--- src/rtl/sidebar_pkg.sv ---
// Shared constants and helpers for the sidebar drawer.
package sidebar_pkg;

  localparam int unsigned MAX_LAYERS = 6;
  localparam int unsigned COLOUR_W   = 3;
  localparam int unsigned STACK_W    = MAX_LAYERS * COLOUR_W;
  localparam int unsigned COUNT_W    = 3;

  localparam logic [7:0]  DEF_X0      = 8'd140;
  localparam logic [6:0]  DEF_Y_BASE  = 7'd110;
  localparam int unsigned DEF_LAYER_W = 10;
  localparam int unsigned DEF_LAYER_H = 4;

  // FSM state encoding
  localparam logic [1:0] ST_IDLE   = 2'd0;
  localparam logic [1:0] ST_LOAD   = 2'd1;
  localparam logic [1:0] ST_DRAW   = 2'd2;
  localparam logic [1:0] ST_FINISH = 2'd3;

  // Counter width able to hold 0..n-1, never narrower than one bit
  function automatic int unsigned cnt_w(input int unsigned n);
    return (n > 1) ? $clog2(n) : 1;
  endfunction

endpackage

--- src/rtl/sidebar_pixel_scan.sv ---
// Nested column/row/layer scan counters for the sidebar repaint.
module sidebar_pixel_scan
  import sidebar_pkg::*;
#(
  parameter int unsigned LAYER_W = DEF_LAYER_W,
  parameter int unsigned LAYER_H = DEF_LAYER_H,
  parameter int unsigned CW      = cnt_w(LAYER_W),
  parameter int unsigned RW      = cnt_w(LAYER_H),
  parameter int unsigned LW      = cnt_w(MAX_LAYERS)
) (
  input  logic          clk,
  input  logic          rst,
  input  logic          clr,
  input  logic          en,
  output logic [CW-1:0] col_nxt,
  output logic [RW-1:0] row_nxt,
  output logic [LW-1:0] layer_nxt,
  output logic          last
);

  logic [CW-1:0] col_q, col_d;
  logic [RW-1:0] row_q, row_d;
  logic [LW-1:0] layer_q, layer_d;
  logic          col_end, row_end, layer_end;

  // Successor position in layer/row/column order; wraps to zero after the last pixel
  always_comb begin
    col_end   = (col_q == CW'(LAYER_W - 1));
    row_end   = (row_q == RW'(LAYER_H - 1));
    layer_end = (layer_q == LW'(MAX_LAYERS - 1));
    last      = col_end && row_end && layer_end;
    col_nxt   = col_end ? '0 : col_q + CW'(1);
    row_nxt   = row_q;
    layer_nxt = layer_q;
    if (col_end) begin
      row_nxt = row_end ? '0 : row_q + RW'(1);
      if (row_end) begin
        layer_nxt = layer_end ? '0 : layer_q + LW'(1);
      end
    end
  end

  // Clear has priority over advance
  always_comb begin
    col_d   = col_q;
    row_d   = row_q;
    layer_d = layer_q;
    if (clr) begin
      col_d   = '0;
      row_d   = '0;
      layer_d = '0;
    end else if (en) begin
      col_d   = col_nxt;
      row_d   = row_nxt;
      layer_d = layer_nxt;
    end
  end

  // Counter registers
  always_ff @(posedge clk) begin
    if (rst) begin
      col_q   <= '0;
      row_q   <= '0;
      layer_q <= '0;
    end else begin
      col_q   <= col_d;
      row_q   <= row_d;
      layer_q <= layer_d;
    end
  end

endmodule

--- src/rtl/sidebar_drawer.sv ---
// Repaints the cake-layer sidebar one pixel per cycle on request or layer-count change.
module sidebar_drawer
  import sidebar_pkg::*;
#(
  parameter logic [7:0]  X0      = DEF_X0,
  parameter logic [6:0]  Y_BASE  = DEF_Y_BASE,
  parameter int unsigned LAYER_W = DEF_LAYER_W,
  parameter int unsigned LAYER_H = DEF_LAYER_H
) (
  input  logic               clock,
  input  logic               resetn,
  input  logic [STACK_W-1:0] cake_stack,
  input  logic [COUNT_W-1:0] layer_count,
  input  logic               redraw_req,
  output logic [7:0]         x,
  output logic [6:0]         y,
  output logic [COLOUR_W-1:0] colour,
  output logic               plot,
  output logic               busy,
  output logic               done
);

  localparam int unsigned CW = cnt_w(LAYER_W);
  localparam int unsigned RW = cnt_w(LAYER_H);
  localparam int unsigned LW = cnt_w(MAX_LAYERS);

  logic [1:0]          state_q, state_d;
  logic                pending_q, pending_d;
  logic [COUNT_W-1:0]  prev_cnt_q, prev_cnt_d;
  logic [STACK_W-1:0]  snap_stack_q, snap_stack_d;
  logic [COUNT_W-1:0]  snap_cnt_q, snap_cnt_d;
  logic [7:0]          x_q, x_d;
  logic [6:0]          y_q, y_d;
  logic [COLOUR_W-1:0] colour_q, colour_d;
  logic                plot_q, plot_d;
  logic                done_q, done_d;
  logic                busy_q, busy_d;

  logic                trigger_c;
  logic [COUNT_W-1:0]  cnt_clamp_c;
  logic [STACK_W-1:0]  src_stack_c;
  logic [COUNT_W-1:0]  src_cnt_c;
  logic [CW-1:0]       pix_col_c, col_nxt;
  logic [RW-1:0]       pix_row_c, row_nxt;
  logic [LW-1:0]       pix_layer_c, layer_nxt;
  logic [7:0]          pix_x_c;
  logic [6:0]          pix_y_c;
  logic [COLOUR_W-1:0] pix_colour_c;
  logic                scan_clr, scan_en, scan_last;

  sidebar_pixel_scan #(
    .LAYER_W (LAYER_W),
    .LAYER_H (LAYER_H),
    .CW      (CW),
    .RW      (RW),
    .LW      (LW)
  ) u_scan (
    .clk       (clock),
    .rst       (resetn),
    .clr       (scan_clr),
    .en        (scan_en),
    .col_nxt   (col_nxt),
    .row_nxt   (row_nxt),
    .layer_nxt (layer_nxt),
    .last      (scan_last)
  );

  // Pixel about to be registered: LOAD emits pixel 0 from live inputs, DRAW the successor from the snapshot
  always_comb begin
    cnt_clamp_c = (layer_count > COUNT_W'(MAX_LAYERS)) ? COUNT_W'(MAX_LAYERS) : layer_count;
    trigger_c   = redraw_req || (layer_count != prev_cnt_q);
    if (state_q == ST_LOAD) begin
      pix_col_c   = '0;
      pix_row_c   = '0;
      pix_layer_c = '0;
      src_stack_c = cake_stack;
      src_cnt_c   = cnt_clamp_c;
    end else begin
      pix_col_c   = col_nxt;
      pix_row_c   = row_nxt;
      pix_layer_c = layer_nxt;
      src_stack_c = snap_stack_q;
      src_cnt_c   = snap_cnt_q;
    end
    pix_x_c = X0 + 8'(pix_col_c);
    pix_y_c = Y_BASE - 7'(32'(pix_layer_c) * LAYER_H) - 7'(pix_row_c);
    if (COUNT_W'(pix_layer_c) < src_cnt_c) begin
      pix_colour_c = src_stack_c[COLOUR_W * 32'(pix_layer_c) +: COLOUR_W];
    end else begin
      pix_colour_c = '0;
    end
  end

  // Next-state and output logic
  always_comb begin
    state_d      = state_q;
    pending_d    = pending_q;
    prev_cnt_d   = layer_count;
    snap_stack_d = snap_stack_q;
    snap_cnt_d   = snap_cnt_q;
    x_d          = x_q;
    y_d          = y_q;
    colour_d     = colour_q;
    plot_d       = 1'b0;
    done_d       = 1'b0;
    scan_clr     = 1'b0;
    scan_en      = 1'b0;
    case (state_q)
      ST_IDLE: begin
        if (trigger_c) state_d = ST_LOAD;
      end
      ST_LOAD: begin
        pending_d    = pending_q || trigger_c;
        snap_stack_d = cake_stack;
        snap_cnt_d   = cnt_clamp_c;
        scan_clr     = 1'b1;
        plot_d       = 1'b1;
        x_d          = pix_x_c;
        y_d          = pix_y_c;
        colour_d     = pix_colour_c;
        state_d      = ST_DRAW;
      end
      ST_DRAW: begin
        pending_d = pending_q || trigger_c;
        if (scan_last) begin
          done_d  = 1'b1;
          state_d = ST_FINISH;
        end else begin
          scan_en  = 1'b1;
          plot_d   = 1'b1;
          x_d      = pix_x_c;
          y_d      = pix_y_c;
          colour_d = pix_colour_c;
        end
      end
      ST_FINISH: begin
        pending_d = 1'b0;
        state_d   = (pending_q || trigger_c) ? ST_LOAD : ST_IDLE;
      end
      default: state_d = ST_IDLE;
    endcase
    busy_d = (state_d != ST_IDLE);
  end

  // State and output registers
  always_ff @(posedge clock) begin
    if (resetn) begin
      state_q      <= ST_IDLE;
      pending_q    <= 1'b0;
      prev_cnt_q   <= layer_count;
      snap_stack_q <= '0;
      snap_cnt_q   <= '0;
      x_q          <= '0;
      y_q          <= '0;
      colour_q     <= '0;
      plot_q       <= 1'b0;
      done_q       <= 1'b0;
      busy_q       <= 1'b0;
    end else begin
      state_q      <= state_d;
      pending_q    <= pending_d;
      prev_cnt_q   <= prev_cnt_d;
      snap_stack_q <= snap_stack_d;
      snap_cnt_q   <= snap_cnt_d;
      x_q          <= x_d;
      y_q          <= y_d;
      colour_q     <= colour_d;
      plot_q       <= plot_d;
      done_q       <= done_d;
      busy_q       <= busy_d;
    end
  end

  assign x      = x_q;
  assign y      = y_q;
  assign colour = colour_q;
  assign plot   = plot_q;
  assign busy   = busy_q;
  assign done   = done_q;

endmodule

--- config.mk ---
export PLATFORM = sky130hd
export DESIGN_NAME = sidebar_drawer
export DESIGN_NICKNAME = d
export VERILOG_FILES = /design/src/rtl/sidebar_pkg.sv /design/src/rtl/sidebar_pixel_scan.sv /design/src/rtl/sidebar_drawer.sv
export SDC_FILE = /design/constraint.sdc
export NUM_CORES = 1
export LEC_CHECK = 0
export CAP_MARGIN = 10
export CORE_MARGIN = 1
export CORE_UTILIZATION = 53
export CTS_BUF_LIST = sky130_fd_sc_hd__clkbuf_16
export DETAILED_ROUTE_END_ITERATION = 7
export PLACE_DENSITY = 0.91
export SYNTH_ARGS = -nofsm -noshare
export SYNTH_HDL_FRONTEND = slang
export SYNTH_SLANG_ARGS = --single-unit
--- constraint.sdc ---
create_clock -name clock -period 3.8 [get_ports clock]
set_clock_uncertainty 0.1 [all_clocks]
set_input_delay 0.57 -clock clock [delete_from_list [all_inputs] [get_ports clock]]
set_output_delay 0.57 -clock clock [all_outputs]
set_load 0.01 [all_outputs]
==> flow_metrics.env <==
export IMPL_grt_usage_pct=23.96
export IMPL_synthXorXnorAreaFrac_pct=2.786
export IMPL_start_util_pct=55.04
export IMPL_ys_seq_elements=54
export IMPL_setup_worst_path_start_class="flip-flop"
export IMPL_hold_viol_final=0
export IMPL_drive_above_1_share_pct=7.955
export IMPL_reg2reg_slack_ns=0.80
export IMPL_holdBufCountCts=0
export IMPL_grt_setup_unrepaired="false"
export IMPL_grt_pass1_wl_um=10150
export IMPL_totalWireLength_um=6025
export IMPL_clock_latency_ns=0.29
export IMPL_fp_dieArea_um2=5634
export IMPL_final_cells=422
export IMPL_cellPowerDensity_nw_per_um2=572.6
export IMPL_outcome="complete, no violations"
export IMPL_worst_slew_pin_slew_ns=0.7527
export IMPL_root_buffer="clkbuf_16"
export IMPL_n_antenna_cell=0
export IMPL_leakagePower_uw=0.001251
export IMPL_place_area_um2=3262
export IMPL_synthAdderAreaFrac_pct=6.457
export IMPL_power_total_uw=1949
export IMPL_stdcell_area_um2=3403
export IMPL_fin_tns_setup_ns=0
export IMPL_post_cts_resized=0
export IMPL_ys_async_sr_fraction_pct=0
export IMPL_cts_setup_buffers=0
export IMPL_min_from="y[4]$_SDFFE_PP0P_"
export IMPL_antenna_found_initial=0
export IMPL_cts_path_max_buffers=2
export IMPL_synth_top_cell_area_share_pct=38.21
export IMPL_synth_warnings=0
export IMPL_htreeDepth=2
export IMPL_yosys_area_share_simple_pct=20.34
export IMPL_r2r_start="u_scan.row_q[0]$_SDFFE_PP0P_"
export IMPL_reg2regPathDepth=9
export IMPL_synth_top_family_by_area="simple AND/OR/NAND/NOR gates"
export IMPL_grt_pass1_vias=2161
export IMPL_r2r_end="colour[2]$_SDFFE_PP0P_"
export IMPL_drt_pass1_iterations=4
export IMPL_final_period_utilization_pct=78.87
export IMPL_cp_required_ns=3.91
export IMPL_overflow=0
export IMPL_syn_area_um2=2829
export IMPL_die_h_um=75.06
export IMPL_fmax_mhz=333.7
export IMPL_drtAntennaViolNets=0
export IMPL_whs_endpoint="y[4]$_SDFFE_PP0P_"
export IMPL_cts_buffers=5
export IMPL_synth_common_cells="dfxtp_1, nor2_1, mux2i_1"
export IMPL_yosys_top_cells_area="dfxtp_1, mux2i_1, nor2_1"
export IMPL_core_area_um2=5140
export IMPL_period_minus_slack_ns=2.997
export IMPL_hp_class="flip-flop to flip-flop"
export IMPL_placed_cells=414
export IMPL_wl_per_cell_um=14.28
export IMPL_synth_most_common_cell="dfxtp_1"
export IMPL_tritoncts="done"
export IMPL_pin_count=45
export IMPL_min_delay_path_depth=2
export IMPL_setup_worst_path_class="flip-flop to flip-flop"
export IMPL_nFillCells=457
export IMPL_synth_cell_type_count=63
export IMPL_arrival_ns=3.10
export IMPL_slew_headroom_pct=49.48
export IMPL_cts_sinks=54
export IMPL_dp_hpwl_um=4371
export IMPL_drv_cap=0
export IMPL_synth_seq_area_share_pct=38.21
export IMPL_gp_congestion=0.8597
export IMPL_synth_avg_cell_area_um2=8.868
export IMPL_area_delta_synth_final_pct=20.30
export IMPL_finalMaxSlewViolations=0
export IMPL_crit_path_max_fanout=7
export IMPL_clk_pin_slew_ns=0.07
export IMPL_remaining_drc_errors=0
export IMPL_muxShareOfSynthArea_pct=9.598
export IMPL_grt_max_degree=44
export IMPL_io_buffer_count=42
export IMPL_die_w_um=75.06
export IMPL_synth_edff_count=0
export IMPL_end_kind="flip-flop"
export IMPL_num_vias=2337
export IMPL_finalSetupViolCount=0
export IMPL_drtIter0Drc=263
export IMPL_ys_flop_type="dfxtp_1"
export IMPL_synth_top_cell_by_area="dfxtp_1"
export IMPL_vdd_drop_max_mv=0.3099
export IMPL_final_net_count=389
export IMPL_std_cell_rows=26
export IMPL_vias_per_cell=5.538
export IMPL_syn_inst=319
export IMPL_synth_compound_area_share_pct=17.34
worst max-delay path, cell delays in order, from the launching register on:
cell	delay (ns)
dfxtp_1	0.41
ha_1	0.32
nand2_1	0.20
or4_4	0.49
a21oi_4	0.25
ha_1	0.27
o311a_1	0.15
a2111oi_4	0.30
o21ai_1	0.14
a221oi_2	0.27
layer usage:
layer / share of wire (%) / GRT usage (%) / wire (µm) / vias to the layer above
li1: - / - / - / 1172
met4: 1.5 / 7.757 / 92 / 0
met3: 4.9 / 4.418 / 296 / 8
met2: 50 / 41.44 / 3017 / 68
met5: 0 / 0 / 0 / -
met1: 43 / 30.13 / 2619 / 1089
cell type report:
cell class / count / area [µm²] / area share (%)
multi-input cells: 234 / 1609 / 47.28
flip-flops and latches: 54 / 1081 / 31.76
repair buffers: 45 / 442.9 / 13.01
clock buffers: 5 / 125.1 / 3.676
well taps: 70 / 87.58 / 2.574
inverters: 11 / 41.29 / 1.213
clock inverters: 3 / 16.27 / 0.4779
state kept, by name, indices dropped and copies added (netlist names), 2 cells and up:
name	flops
snap_cnt_q	3
u_scan.col_q	4
snap_stack_q	18
prev_cnt_q	3
u_scan.layer_q	3
colour	3
u_scan.row_q	2
state_q	2
x	6
y	6
worst max path at each step:
stage,start,to,slack [ns],cells after the start
2_1_floorplan,u_scan.row_q[0]$_SDFFE_PP0P_,colour[2]$_SDFFE_PP0P_,1.14,9
3_3_place_gp,u_scan.row_q[0]$_SDFFE_PP0P_,colour[2]$_SDFFE_PP0P_,0.99,9
3_5_place_dp,u_scan.row_q[0]$_SDFFE_PP0P_,colour[2]$_SDFFE_PP0P_,0.84,9
4_1_cts,u_scan.row_q[0]$_SDFFE_PP0P_,colour[2]$_SDFFE_PP0P_,0.82,9
5_1_grt,u_scan.row_q[0]$_SDFFE_PP0P_,colour[2]$_SDFFE_PP0P_,0.63,9
6_report,u_scan.row_q[0]$_SDFFE_PP0P_,colour[2]$_SDFFE_PP0P_,0.80,9
cell families (layout without fill, tap and decap cells):
family	count (synthesis)	after routing
AO/OA/AOI/OAI	68	68
XOR/XNOR	9	9
adder cells (fa/ha/maj)	14	14
buffers and inverters	32	64
flip-flops	54	54
multiplexers	27	27
other	1	2
AND/OR/NAND/NOR	114	114
layout by cell type, fill, tap and decap left out, drive strengths merged, types with 2 or more instances in the layout:
| master | n |
|---|---|
| buf | 3 |
| mux2i | 26 |
| xnor2 | 5 |
| o21ai | 17 |
| and3 | 2 |
| a31oi | 3 |
| clkbuf | 5 |
| and2 | 3 |
| nand3b | 3 |
| o31ai | 2 |
| nor2 | 51 |
| dfxtp | 54 |
| a21o | 2 |
| o221ai | 2 |
| nand2 | 17 |
| nor3 | 12 |
| a311oi | 2 |
| o311a | 3 |
| ha | 13 |
| clkdlybuf4s50 | 42 |
| o21a | 2 |
| or2 | 3 |
| a2111oi | 2 |
| nand2b | 4 |
| a211oi | 4 |
| a221oi | 2 |
| nor2b | 6 |
| nand3 | 5 |
| a21boi | 3 |
| inv | 13 |
| conb | 2 |
| xor2 | 4 |
| a21oi | 18 |
per-stage QoR:
stage	utilization (%)	worst slack, ns	hold slack, ns
after global routing	66.21	0.6327	0.3788
final	66.21	0.8031	0.3562
after global placement	63.46	0.9924	0.3443
after floorplan	-	1.140	0.3516
after CTS	66.21	0.8216	0.3564
after detailed placement	63.46	0.8432	0.3466
report_power, final:
group / leakage, µW / total [µW] / switching [µW] / internal [µW]
Clock: 0.0000730 / 441 / 199 / 242
Sequential: 0.000442 / 761 / 75.2 / 686
Combinational: 0.000736 / 747 / 396 / 351
Power figures use the tool's default switching activity.
